==> src/rtl/router_pkg.sv <==
// Shared constants and FSM state encoding for the router packet controller.
package router_pkg;
    localparam int DATA_W    = 3;
    localparam int NUM_PORTS = 3;
    localparam int TIMEOUT   = 30;
    localparam logic [1:0] ADDR_INVALID = 2'b11;

    typedef enum logic [2:0] {
        DECODE,
        WAIT_EMPTY,
        LOAD_FIRST,
        LOAD_DATA,
        FIFO_FULL,
        LOAD_AFTER_FULL,
        CHECK_PARITY
    } state_t;
endpackage

==> src/rtl/router_port_timer.sv <==
// Per-port read-timeout counter; pulses soft_reset when a valid FIFO goes unread too long.
module router_port_timer
    import router_pkg::*;
#(
    parameter int LIMIT = TIMEOUT
)(
    input  logic clock,
    input  logic reset,
    input  logic vld,
    input  logic read_enb,
    output logic soft_reset
);
    localparam int CNT_W = $clog2(LIMIT);

    logic [CNT_W-1:0] cnt;

    always_ff @(posedge clock) begin
        if (reset) begin
            cnt        <= '0;
            soft_reset <= 1'b0;
        end else if (read_enb || !vld) begin
            cnt        <= '0;
            soft_reset <= 1'b0;
        end else if (cnt == CNT_W'(LIMIT - 1)) begin
            cnt        <= '0;
            soft_reset <= 1'b1;
        end else begin
            cnt        <= cnt + CNT_W'(1);
            soft_reset <= 1'b0;
        end
    end
endmodule

==> src/rtl/router_pkt_ctrl.sv <==
// Packet controller: header decode, FIFO write sequencing with stalls, parity check, port timers.
// state           | meaning
// DECODE          | idle, waiting for a valid header
// WAIT_EMPTY      | header latched, destination FIFO still draining
// LOAD_FIRST      | write latched header
// LOAD_DATA       | write payload beats as presented; parity beat ends packet
// FIFO_FULL       | destination full, beat parked in hold
// LOAD_AFTER_FULL | write the parked beat
// CHECK_PARITY    | compare received parity with accumulated parity
module router_pkt_ctrl
    import router_pkg::*;
(
    input  logic                 clock,
    input  logic                 reset,
    input  logic                 pkt_valid,
    input  logic [DATA_W-1:0]    data_in,
    input  logic [NUM_PORTS-1:0] fifo_full,
    input  logic [NUM_PORTS-1:0] fifo_empty,
    input  logic [NUM_PORTS-1:0] read_enb,
    output logic [NUM_PORTS-1:0] write_enb,
    output logic [DATA_W-1:0]    wr_data,
    output logic [NUM_PORTS-1:0] vld_out,
    output logic                 busy,
    output logic                 err,
    output logic [NUM_PORTS-1:0] soft_reset
);
    state_t              state, state_nxt;
    logic [1:0]          sel;
    logic [DATA_W-1:0]   hold, acc, cmp;
    logic                hold_last;
    logic                wr_en, busy_c;
    logic [1:0]          addr;
    logic                hdr_ok, drop;
    logic [NUM_PORTS-1:0] sel_oh;

    assign addr    = data_in[1:0];
    assign hdr_ok  = pkt_valid && (addr != ADDR_INVALID);
    // A timeout on the selected port abandons the packet from any active state.
    assign drop    = (state != DECODE) && soft_reset[sel];
    assign sel_oh  = NUM_PORTS'(1) << sel;
    assign vld_out = ~fifo_empty;

    assign write_enb = (wr_en && !reset) ? sel_oh : '0;
    assign busy      = busy_c && !reset;

    always_comb begin
        state_nxt = state;
        busy_c    = 1'b0;
        wr_en     = 1'b0;
        wr_data   = data_in;
        case (state)
            DECODE: begin
                if (hdr_ok)
                    state_nxt = fifo_empty[addr] ? LOAD_FIRST : WAIT_EMPTY;
            end
            WAIT_EMPTY: begin
                busy_c = 1'b1;
                if (fifo_empty[sel]) state_nxt = LOAD_FIRST;
            end
            LOAD_FIRST: begin
                busy_c    = 1'b1;
                wr_en     = 1'b1;
                wr_data   = hold;
                state_nxt = LOAD_DATA;
            end
            LOAD_DATA: begin
                if (fifo_full[sel]) begin
                    state_nxt = FIFO_FULL;
                end else begin
                    wr_en = 1'b1;
                    if (!pkt_valid) state_nxt = CHECK_PARITY;
                end
            end
            FIFO_FULL: begin
                busy_c = 1'b1;
                if (!fifo_full[sel]) state_nxt = LOAD_AFTER_FULL;
            end
            LOAD_AFTER_FULL: begin
                busy_c    = 1'b1;
                wr_en     = 1'b1;
                wr_data   = hold;
                state_nxt = hold_last ? LOAD_DATA : CHECK_PARITY;
            end
            CHECK_PARITY: begin
                busy_c    = 1'b1;
                state_nxt = DECODE;
            end
            default: state_nxt = DECODE;
        endcase
        if (drop) state_nxt = DECODE;
    end

    always_ff @(posedge clock) begin
        if (reset) begin
            state     <= DECODE;
            sel       <= '0;
            hold      <= '0;
            hold_last <= 1'b0;
            acc       <= '0;
            cmp       <= '0;
            err       <= 1'b0;
        end else begin
            state <= state_nxt;
            if (drop) begin
                acc <= '0;
            end else begin
                case (state)
                    DECODE: begin
                        if (hdr_ok) begin
                            sel  <= addr;
                            hold <= data_in;
                            acc  <= data_in;
                            err  <= 1'b0;
                        end
                    end
                    LOAD_DATA: begin
                        if (fifo_full[sel]) begin
                            hold      <= data_in;
                            hold_last <= pkt_valid;
                        end else if (pkt_valid) begin
                            acc <= acc ^ data_in;
                        end else begin
                            cmp <= data_in;
                        end
                    end
                    LOAD_AFTER_FULL: begin
                        if (hold_last) acc <= acc ^ hold;
                        else           cmp <= hold;
                    end
                    CHECK_PARITY: err <= (cmp != acc);
                    default: ;
                endcase
            end
        end
    end

    for (genvar i = 0; i < NUM_PORTS; i++) begin : g_tmr
        router_port_timer u_tmr (
            .clock      (clock),
            .reset      (reset),
            .vld        (vld_out[i]),
            .read_enb   (read_enb[i]),
            .soft_reset (soft_reset[i])
        );
    end
endmodule

==> config.mk <==
export PLATFORM = sky130hd
export DESIGN_NAME = router_pkt_ctrl
export DESIGN_NICKNAME = d
export VERILOG_FILES = /design/src/rtl/router_pkg.sv /design/src/rtl/router_port_timer.sv /design/src/rtl/router_pkt_ctrl.sv
export SDC_FILE = /design/constraint.sdc
export NUM_CORES = 1
export LEC_CHECK = 0
export ABC_CLOCK_PERIOD_IN_PS = 3950
export CAP_MARGIN = 0
export CORE_MARGIN = 2
export CORE_UTILIZATION = 30
export DETAILED_ROUTE_END_ITERATION = 16
export PLACE_DENSITY = 0.56
export SYNTH_ARGS = -nofsm -noshare
export SYNTH_HDL_FRONTEND = slang
export SYNTH_SLANG_ARGS = --single-unit
==> constraint.sdc <==
create_clock -name clock -period 3.95 [get_ports clock]
set_clock_uncertainty 0.05 [all_clocks]
set_input_delay 0.5925 -clock clock [delete_from_list [all_inputs] [get_ports clock]]
set_output_delay 0.5925 -clock clock [all_outputs]
set_load 0.05 [all_outputs]
After elaboration in Yosys (flattened, before gate mapping)
Index checks and enable logic that the tools add are counted.
{"block": "word_totals", "out_inout_bits": 14, "register_bits": 34, "word_cells": 114, "inputBits": 15}
{"block": "op_classes", "magnitude_cmp": 2, "mux": 37, "n_shift": 1, "n_addsub": 3, "eq_ne": 21, "n_bitwise": 4, "reduce_logical": 33}
{"cell": "3-bit 2-to-1 mux", "count": 16}
{"cell": "2-bit != test (second input constant)", "count": 10}
{"cell": "3-bit one-hot mux with 6 select lines", "count": 1}
{"cell": "5-bit by 1-bit adder with 5-bit output (second input constant)", "count": 3}
{"cell": "5-bit == test (second input constant)", "count": 3}
{"cell": "3-bit one-hot mux with 2 select lines", "count": 2}
{"cell": "1-bit 2-to-1 mux", "count": 10}
{"cell": "5-bit AND reduction", "count": 2}
{"cell": "2-bit OR reduction", "count": 5}
{"cell": "3-bit == test (second input constant)", "count": 3}
{"cell": "3-bit one-hot mux with 3 select lines", "count": 1}
{"cell": "3-bit AND reduction", "count": 3}
{"cell": "3-bit OR reduction", "count": 3}
{"cell": "1-bit binary-select mux with 2-bit select", "count": 4}
{"cell": "4-bit AND reduction", "count": 2}
{"cell": "3-bit by 2-bit == test with 1-bit output (second input constant)", "count": 2}
{"cell": "2-bit by 3-bit less-than comparator with 1-bit output (second input constant)", "count": 2}
{"cell": "2-bit nonzero test", "count": 3}
{"cell": "3-bit nonzero test", "count": 2}
{"cell": "3-bit bitwise XOR", "count": 2}
{"cell": "5-bit OR reduction", "count": 1}
{"cell": "1-bit logical AND", "count": 4}
{"cell": "1-bit zero test", "count": 4}
{"cell": "1-bit one-hot mux with 2 select lines", "count": 2}
{"cell": "9 further kinds", "count": 11}

Logic depth before layout (Yosys ltp)
Gate-level depths: netlist of run 1.
{"block": "depth", "word_depth": 6, "depth_mapped": 7}

By module
Synthesis of run 1 repeated with hierarchy kept, for this count alone.
{"block": "hier_totals", "cells_unflattened": 222, "area_unflattened_um2": 1908.1}
{"module": "router_pkt_ctrl", "cells_per_inst": 151, "instances": 1, "area_each_um2": 1209.9, "seq_area_each_um2": 320.3}
{"module": "router_port_timer (g_tmr[0].u_tmr ...)", "cells_per_inst": 24, "instances": 2, "area_each_um2": 231.5, "seq_area_each_um2": 120.1}
{"module": "router_port_timer (g_tmr[2].u_tmr)", "cells_per_inst": 23, "instances": 1, "area_each_um2": 235.2, "seq_area_each_um2": 120.1}

Least setup slack after synthesis of run 1
Ideal clock, no wire load.
{"block": "synth_path", "path_kind": "input port to output port", "from": "input port fifo_full[0]", "to": "output port write_enb[2]", "path_slack_ns": 0.507, "required_time_ns": 3.307, "stages": 5, "t_arrival_ns": 2.801, "path_cell_list": "mux2i_4 -> o2bb2ai_2 -> a21oi_1 -> a21oi_1 -> nor4b_1"}
{"block": "synth_via", "elab_chain_len": 6}
{"item": "start: declaration", "line": "router_pkt_ctrl.sv:17", "rtl": "input logic [NUM_PORTS-1:0] fifo_full,"}
{"item": "1-bit binary-select mux with 2-bit select", "line": "router_pkt_ctrl.sv:67", "rtl": "if (fifo_full[sel]) begin"}
{"item": "1-bit 2-to-1 mux (implied by the code)", "line": "router_pkt_ctrl.sv:67"}
{"item": "1-bit 2-to-1 mux", "line": "router_pkt_ctrl.sv:67"}
{"item": "1-bit one-hot mux with 2 select lines", "line": "router_pkt_ctrl.sv:51", "rtl": "case (state)"}
{"item": "1-bit logical AND", "line": "router_pkt_ctrl.sv:43", "rtl": "assign write_enb = (wr_en && !reset) ? sel_oh : '0;"}
{"item": "3-bit 2-to-1 mux", "line": "router_pkt_ctrl.sv:43"}
{"item": "end: declaration", "line": "router_pkt_ctrl.sv:20", "rtl": "output logic [NUM_PORTS-1:0] write_enb,"}
Every way passes these cells. The select of a mux whose other input is x is not followed.

Worst setup path after layout of run 1
{"block": "layout_path", "from": "input port fifo_full[2]", "to": "output port write_enb[2]"}
Same word-level chain as after synthesis.

==> results of run 1 <==
cell usage after synthesis (all sizes together) (2+ instances only):
| master | count |
|---|---|
| nand3 | 9 |
| nor3 | 10 |
| o22ai | 5 |
| nor2 | 32 |
| o2111a | 2 |
| a21oi | 13 |
| nand4 | 3 |
| and2b | 2 |
| o2bb2ai | 4 |
| xnor2 | 3 |
| o311a | 2 |
| o21ai | 9 |
| ha | 6 |
| o211ai | 2 |
| nand3b | 3 |
| a2bb2oi | 3 |
| nor4 | 3 |
| a211oi | 6 |
| buf | 15 |
| a311oi | 4 |
| nand2 | 10 |
| inv | 7 |
| clkbuf | 6 |
| a21boi | 2 |
| nand2b | 2 |
| xor2 | 10 |
| nor3b | 3 |
| nor2b | 8 |
| mux2i | 11 |
| dfxtp | 34 |
flip-flops by register name, summed over array words and instances, names as in the netlist:
name                    flops
sel                         2
g_tmr.u_tmr.cnt            15
hold                        3
acc                         3
hold_last                   1
cmp                         3
err                         1
state                       3
g_tmr.u_tmr.soft_reset      3
layer usage:
| metal | routed length [um] | track usage (%) | vias to the layer above |
|---|---|---|---|
| met4 | 96 | 6.29 | 0 |
| li1 | - | - | 919 |
| met3 | 263 | 4.17 | 6 |
| met5 | 0 | 0 | - |
| met1 | 2460 | 18.3 | 842 |
| met2 | 2060 | 19.6 | 37 |
cell families (layout without fill, tap and decap cells):
group	after synthesis	after routing	share of synthesized area [%]
AO/OA/AOI/OAI	60	60	21.8
multiplexers	12	12	6.43
AND/OR/NAND/NOR	91	91	22.4
buffers and inverters	29	50	7.69
XOR/XNOR	13	13	5.47
flip-flops	34	34	32.7
adder cells (fa/ha/maj)	6	6	3.61
per-stage QoR:
stage / area, um2 / cells / utilization [%] / hold slack [ps] / power (mW)
after floorplan: 2080 / 245 / - / 383 / 0.857
after detailed placement: 2380 / 339 / 35.3 / 408 / 0.983
final: 2460 / 346 / 36.5 / 420 / 1.23
after CTS: 2460 / 346 / 36.5 / 424 / 1.23
after global placement: 2380 / 339 / 35.3 / 400 / 0.984
after global routing: 2460 / 346 / 36.5 / 455 / 1.30
area by class of cell:
type	count	area [um2]	share of cell area, %
repair buffers	35	333	13.5
multi-input cells	182	1240	50.4
inverters	8	30.0	1.22
flip-flops and latches	34	681	27.6
clock buffers	5	68.8	2.79
clock inverters	2	10.0	0.406
well taps	80	100	4.06
worst paths after layout:
path,start,endpoint,slack (ps),cells past startpoint
worst max-delay path,fifo_full[2],write_enb[2],510,7
worst min-delay path,g_tmr[0].u_tmr.cnt[0],g_tmr[0].u_tmr.cnt[0],420,1
worst max register to register,sel[1],state[0],2020,5
worst min register to register,g_tmr[0].u_tmr.cnt[0],g_tmr[0].u_tmr.cnt[0],420,1
where the power goes:
part | leakage [nW] | total, mW | internal, mW | switching, mW
Combinational | 0.565 | 0.540 | 0.234 | 0.306
Clock | 0.0438 | 0.247 | 0.118 | 0.129
Sequential | 0.276 | 0.439 | 0.376 | 0.0630
Total | 0.885 | 1.23 | 0.729 | 0.497
==> results.cfg, run 1 <==
[sta]
tightestPinTransition_ps = 522
finalCritPeriodShare_pct = 87.0
fin_setup_tns_ps = 0
slew_viol_final = 0
post-route-min-period_ps = 3440
max_freq_mhz = 291
relSlewSlack_pct = 65.1
setup_slack_ps = 514
rsz0062_at_grt = no
setup_viol = 0
final-hold-violation-count = 0

[route]
vias = 1804
avgViaCountPerCell = 5.21
drt_iter0_drc = 88
drcViolationCount = 0
drt-wirelength-per-cell_um = 14.1
ant_nets = 0
first_pass_iters = 4
wirelength_mm = 4.88

[final_layout]
final_nets = 287
final_common_cell = dfxtp_1
layout-drive-gt1-share_pct = 9.40
mostFrequentLayoutCells = dfxtp_1, nor2_1, clkdlybuf4s50_1
syn2layout_area_growth_pct = 18.3
fillers = 699
num_antenna_cells = 0

[logic_synthesis]
yosysSeqAreaShare_pct = 32.7
syn_avg_cell_area_um2 = 8.50
synthArstFlopShare_pct = 0
ys_ff_latch = 34
synth.area.top_cells = dfxtp_1, nor2_1, mux2i_1, xor2_1, ha_1
synthCells = 245
yosysTopAreaCell = dfxtp_1
synth-edff-count = 0
synthFlopType = dfxtp_1
synth_area_um2 = 2080
syn_nets = 266
post_synth_num_cell_types = 55
yosys_warnings = 0
synth_top_cell_area_share_pct = 32.7

[grt]
grt_usage_pct = 13.6
grt-ovfl-total = 0
grt_pass1_wl_mm = 8.08
antenna_found_initial = 0
grt_max_degree = 25
grt_pass1_vias = 1652

[floorplan]
die-area_um2 = 7620
core-area_um2 = 6760
die_width_um = 87.3
io-pin-count = 29
rows = 30
die_h_um = 87.3
start_util_pct = 30.8

[critical_path]
cpMaxStageDelayCell = clkdlybuf4s50_1
required_ps = 3310
path_class = in2out
endpoint_kind = output pin
critPathMaxStageDelay_ps = 850
worstPathMaxFanout = 3
path_cells = clkdlybuf4s50_1, mux2i_4, o2bb2ai_2, a21oi_1, a21oi_1, nor4b_1, clkdlybuf4s50_1
arrival_ps = 2790
start_kind = input pin
critPathTopFamily = buffers and inverters
cp_num_buf_inv = 2

[clock_tree]
cts_root_buffer = clkbuf_8
cts_setup_buffers = 0
cts_buffer_depth = 2
htreeDepth = 2
cts.clk_slew.worst_paths_ps = 70
cts_tree = yes
cts_num_sinks = 34
cts_made_buffers = 5
cts_resized = 0
clk_latency_ps = 290
cts-hold-fix-buffers = 0

[power]
cellPowerDensity_nw_per_um2 = 498
leakage_nw = 0.885
vdd_drop_max_mv = 0.141

[hold_path]
hold_path_class = reg2reg

[run_status]
status = finished clean

[place]
place_ws_ps = 515
gp_congestion = 0.791
hpwl_mm = 3.51
port_buffers = 28

[flow_run]
drv_cap = 0
Power figures use the tool's default switching activity.
==> run 2: changes to the inputs <==
--- a/config.mk
+++ b/config.mk
@@ -5,6 +5,7 @@
 export SDC_FILE = /design/constraint.sdc
 export NUM_CORES = 1
 export LEC_CHECK = 0
+export ABC_AREA = 1
 export ABC_CLOCK_PERIOD_IN_PS = 3950
 export CAP_MARGIN = 0
 export CORE_MARGIN = 2
==> run 2 against run 1 <==
Setup slack improved by 190 ps. Largest cell class unchanged. Largest power group unchanged. Critical path depth stayed put. Sequential share of layout area down 0.39 points.
==> results.cfg, run 2 <==
[run_status]
status = finished clean

[critical_path]
cp-startpoint = fifo_full[2]
r2r_end = acc[1]
required_ps = 3310
endpoint_kind = output pin
path_cells = clkdlybuf4s50_1, nand3_1, nand3_4, nor2_1, o21ai_1, nor3_1, clkdlybuf4s50_1
start_kind = input pin
r2r_start = sel[0]
critPathMaxStageDelay_ps = 850
crit_top_cell = clkdlybuf4s50_1
path_class = in2out
worstPathMaxFanout = 6
arrival_ps = 2610
reg2reg_slack_ps = 2310
cpMaxStageDelayCell = clkdlybuf4s50_1
worstSetupEndpoint = write_enb[0]
rr_worst_depth = 9

[grt]
grt_max_degree = 13
grt_usage_pct = 14.0
grt_pass1_vias = 1835
busiest_layer = met2
antenna_found_initial = 0
met3_usage_pct = 3.14
gr-usage-met2_pct = 23.6
grt_pass1_wl_mm = 8.36
use_met1_pct = 17.7
grt-ovfl-total = 0

[clock_tree]
cts-hold-fix-buffers = 0
clk_latency_ps = 290
cts_root_buffer = clkbuf_8
htreeDepth = 2
cts_buffer_depth = 2
cts.clk_slew.worst_paths_ps = 70
cts_tree = yes
cts_resized = 0
cts_setup_buffers = 0
cts_made_buffers = 5
cts_num_sinks = 34

[final_layout]
syn2layout_area_growth_pct = 22.9
num_antenna_cells = 0
final_common_cell = nand2_1
mostFrequentLayoutCells = nand2_1, inv_1, nor2_1
fillers = 751
top_register = g_tmr.u_tmr.cnt
postLayoutCoreUtil_pct = 37.4
largest_reg_flops = 15
layout-drive-gt1-share_pct = 10.6
final_nets = 349

[logic_synthesis]
synth-edff-count = 0
yosysMostFrequentCell = nand2_1
ys_ff_latch = 34
synth_top_cell_area_share_pct = 33.5
synth_common_cells = nand2_1, inv_1, nor2_1
syn_nets = 322
synth.area.top_cells = dfxtp_1, nand2_1, inv_1, nor2_1, nand3_1
yosysTopAreaCell = dfxtp_1
synthFlopType = dfxtp_1
yosys_warnings = 0
post_synth_num_cell_types = 29
synthArstFlopShare_pct = 0
yosysSeqAreaShare_pct = 33.5
synthCells = 301
synth_area_um2 = 2030
syn_avg_cell_area_um2 = 6.75

[sta]
tightestPinTransition_ps = 502
finalCritPeriodShare_pct = 82.2
max_freq_mhz = 308
post-route-min-period_ps = 3250
fin_setup_tns_ps = 0
setup_viol = 0
final-hold-violation-count = 0
rsz0062_at_grt = no
slew_viol_final = 0
relSlewSlack_pct = 66.5

[route]
drt-wirelength-per-cell_um = 11.7
drcViolationCount = 0
first_pass_iters = 4
wirelength_mm = 4.80
avgViaCountPerCell = 4.53
drt_iter0_drc = 87
vias = 1851
ant_nets = 0

[power]
total_power_mw = 1.38
leakage_nw = 1.12
vdd_drop_max_mv = 0.248
cellPowerDensity_nw_per_um2 = 550

[place]
gp_congestion = 0.836
hpwl_mm = 3.74
port_buffers = 28

[floorplan]
die-area_um2 = 7450
start_util_pct = 30.4
io-pin-count = 29
die_h_um = 86.3
core-area_um2 = 6680
rows = 30
die_width_um = 86.3

[flow_run]
drv_cap = 0

[hold_path]
hold_path_class = reg2reg
run 2: cell count changes in the layout (fill, tap and decap cells not counted), moves of 8 or more:
cell and change:
mux2i_1 -10, nand2_1 +58, nor2b_1 -8, inv_1 +34
nand3_1 +17
run 2: metal layers:
layer | wire, um | vias to the layer above
li1 | - | 998
met1 | 2300 | 818
met2 | 2240 | 29
met3 | 197 | 6
met4 | 67 | 0
met5 | 0 | -
run 2: cells by family (layout without fill, tap and decap cells):
logic type	count (synthesis)	count (layout)	share of synthesized area (%)
AOI/OAI and AO/OA	33	33	8.49
xor gates and xnor gates	7	7	3.02
adders and majority gates	6	6	3.69
buffers and inverters	57	85	11.9
DFF	34	34	33.5
and+or+nand+nor	164	164	39.4
run 2: power breakdown:
part | internal (mW) | switching, mW | leakage (nW)
Sequential | 0.385 | 0.0606 | 0.276
Combinational | 0.184 | 0.348 | 0.779
Clock | 0.253 | 0.144 | 0.0683
run 2: final cells by class:
| class | instances | area [um2] | area share (%) |
|---|---|---|---|
| repair buffers | 29 | 288 | 11.5 |
| multi-input cells | 210 | 1110 | 44.5 |
| well taps | 80 | 100 | 4.01 |
| flip-flops and latches | 34 | 681 | 27.2 |
| clock inverters | 3 | 68.8 | 2.75 |
| inverters | 48 | 181 | 7.26 |
| clock buffers | 5 | 68.8 | 2.75 |
run 2: worst min-delay path by stage:
stage                                      from                    end  cells past startpoint
after floorplan           g_tmr[0].u_tmr.cnt[0]  g_tmr[0].u_tmr.cnt[0]                      1
after global placement    g_tmr[1].u_tmr.cnt[0]  g_tmr[1].u_tmr.cnt[0]                      1
after detailed placement  g_tmr[0].u_tmr.cnt[0]  g_tmr[0].u_tmr.cnt[0]                      1
after CTS                 g_tmr[0].u_tmr.cnt[0]  g_tmr[0].u_tmr.cnt[0]                      1
after global routing      g_tmr[2].u_tmr.cnt[4]  g_tmr[2].u_tmr.cnt[4]                      2
final                     g_tmr[0].u_tmr.cnt[0]  g_tmr[0].u_tmr.cnt[0]                      1
run 2: critical path: cells and delay by family:
kind                   cells  cell delay (ps)
buffers and inverters      2             1250
and+or+nand+nor            4              640
AOI/OAI and AO/OA          1              120
run 2: metrics by stage:
step                hold slack (ps)  setup WS, ps  instance area [um2]  cells
global route                    447           596                 2500    409
floorplan                       383          1030                 2030    301
CTS                             424           710                 2500    409
global placement                400           772                 2360    401
finish                          417           702                 2500    409
detailed placement              404           735                 2360    401
==> run 3: changes to the inputs <==
--- a/config.mk
+++ b/config.mk
@@ -6,7 +6,7 @@
 export NUM_CORES = 1
 export LEC_CHECK = 0
 export ABC_AREA = 1
-export ABC_CLOCK_PERIOD_IN_PS = 3950
+export ABC_CLOCK_PERIOD_IN_PS = 3250
 export CAP_MARGIN = 0
 export CORE_MARGIN = 2
 export CORE_UTILIZATION = 30
==> constraint.sdc (replaced) <==
create_clock -name clock -period 3.25 [get_ports clock]
set_clock_uncertainty 0.05 [all_clocks]
set_input_delay 0.4875 -clock clock [delete_from_list [all_inputs] [get_ports clock]]
set_output_delay 0.4875 -clock clock [all_outputs]
set_load 0.05 [all_outputs]
==> run 3 against run 2 <==
Sequential power grew 21%. Combinational power grew 22%. Critical path type is now reg2out. Critical endpoint is now wr_data[0]. Total power up 15%. Design area about the same. Count of clock-buffer cells in the layout did not move.
==> results.cfg, run 3 (synthesized netlist as in run 2, its figures left out) <==
[critical_path]
critPathMaxStageDelay_ps = 830
cpMaxStageDelayCell = clkdlybuf4s50_1
path_cells = inv_1, nand3_1, nand2_2, o21ai_0, clkdlybuf4s50_1
endpoint_kind = output pin
arrival_ps = 2200
path_class = reg2out
start_kind = flip-flop
required_ps = 2710
worstPathMaxFanout = 8

[clock_tree]
cts_resized = 0
cts_root_buffer = clkbuf_8
htreeDepth = 2
cts-hold-fix-buffers = 0
cts_made_buffers = 5
cts_tree = yes
cts_buffer_depth = 2
cts_num_sinks = 34
cts_setup_buffers = 0
clk_latency_ps = 290
cts.clk_slew.worst_paths_ps = 70

[sta]
slew_viol_final = 0
fin_setup_tns_ps = 0
finalCritPeriodShare_pct = 84.2
tightestPinTransition_ps = 506
post-route-min-period_ps = 2740
relSlewSlack_pct = 66.2
setup_viol = 0
max_freq_mhz = 365
final-hold-violation-count = 0
rsz0062_at_grt = no

[route]
drcViolationCount = 0
first_pass_iters = 4
ant_nets = 0
drt-wirelength-per-cell_um = 11.2
avgViaCountPerCell = 4.46
wirelength_mm = 4.58
vias = 1830
drt_iter0_drc = 64

[floorplan]
start_util_pct = 30.4
die_width_um = 86.3
io-pin-count = 29
die-area_um2 = 7450
die_h_um = 86.3
core-area_um2 = 6680
rows = 30

[power]
cellPowerDensity_nw_per_um2 = 631
vdd_drop_max_mv = 0.229
p_int_mw = 0.927
leakage_nw = 1.12
swShare_pct = 41.3
share_seq_of_total_power_pct = 34.3
p_sw_mw = 0.651
pwr-share-clk_pct = 24.6
comb_power_share_pct = 41.1

[flow_run]
drv_cap = 0

[final_layout]
largest_reg_flops = 15
layout-drive-gt1-share_pct = 11.8
final_area_um2 = 2500
final_nets = 350
num_antenna_cells = 0
top_register = g_tmr.u_tmr.cnt
mostFrequentLayoutCells = nand2_1, inv_1, nor2_1
syn2layout_area_growth_pct = 23.0
final_common_cell = nand2_1

[grt]
antenna_found_initial = 0
met3_usage_pct = 3.24
grt_pass1_vias = 1695
grt_max_degree = 13
use_met1_pct = 17.0
gr-usage-met2_pct = 20.8
grt-ovfl-total = 0
grt_pass1_wl_mm = 7.71
grt_usage_pct = 13.1
busiest_layer = met2

[place]
port_buffers = 28
gp_congestion = 0.799
place_area_um2 = 2390
hpwl_mm = 3.64

[hold_path]
hold_path_class = reg2reg

[run_status]
status = finished clean
==> run 3: final timing paths <==
kind,from,to,slack (ps),depth (start not counted)
min,g_tmr[1].u_tmr.cnt[0],g_tmr[1].u_tmr.cnt[0],420,1
min reg2reg,g_tmr[1].u_tmr.cnt[0],g_tmr[1].u_tmr.cnt[0],420,1
max reg2reg,sel[0],acc[2],1650,9
max,state[0],wr_data[0],510,5
==> run 3: metal layers <==
layer | wire length, um | part of all wire, %
met1 | 2300 | 50
met2 | 2030 | 44
met3 | 145 | 3.2
met4 | 101 | 2.2
met5 | 0 | 0
==> run 3: worst max-delay path: cells and delay by family, from the launching register on <==
| family | cells | cell delay, ps |
|---|---|---|
| buf+inv | 2 | 930 |
| flops | 1 | 530 |
| simple gates | 2 | 260 |
| compound gates | 1 | 190 |
==> run 3: cell type report <==
cell class / instances / area, um2
Clock inverter: 3 / 45.0
Clock buffer: 5 / 68.8
Tap cell: 80 / 100
Timing Repair Buffer: 30 / 313
Sequential cell: 34 / 681
Multi-Input combinational cell: 210 / 1110
Fill cell: 704 / 4180
Inverter: 48 / 181
==> run 3: per-stage QoR <==
step | setup WS (ps) | hold slack, ps | total power [mW] | instances | utilization (%)
final | 513 | 420 | 1.58 | 410 | 37.4
after global routing | 329 | 442 | 1.70 | 410 | 37.4
after CTS | 503 | 423 | 1.60 | 410 | 37.4
after detailed placement | 531 | 406 | 1.20 | 402 | 35.7
after global placement | 520 | 400 | 1.20 | 402 | 35.7
after floorplan | 539 | 383 | 1.03 | 301 | -
==> run 3: power groups by stage <==
stage                     clock, mW  sequential (mW)  combinational (mW)
final                         0.388            0.541               0.649
after global routing          0.420            0.549               0.730
after CTS                     0.400            0.540               0.657
after detailed placement          0            0.551               0.650
after global placement            0            0.550               0.651
after floorplan                   0            0.530               0.504
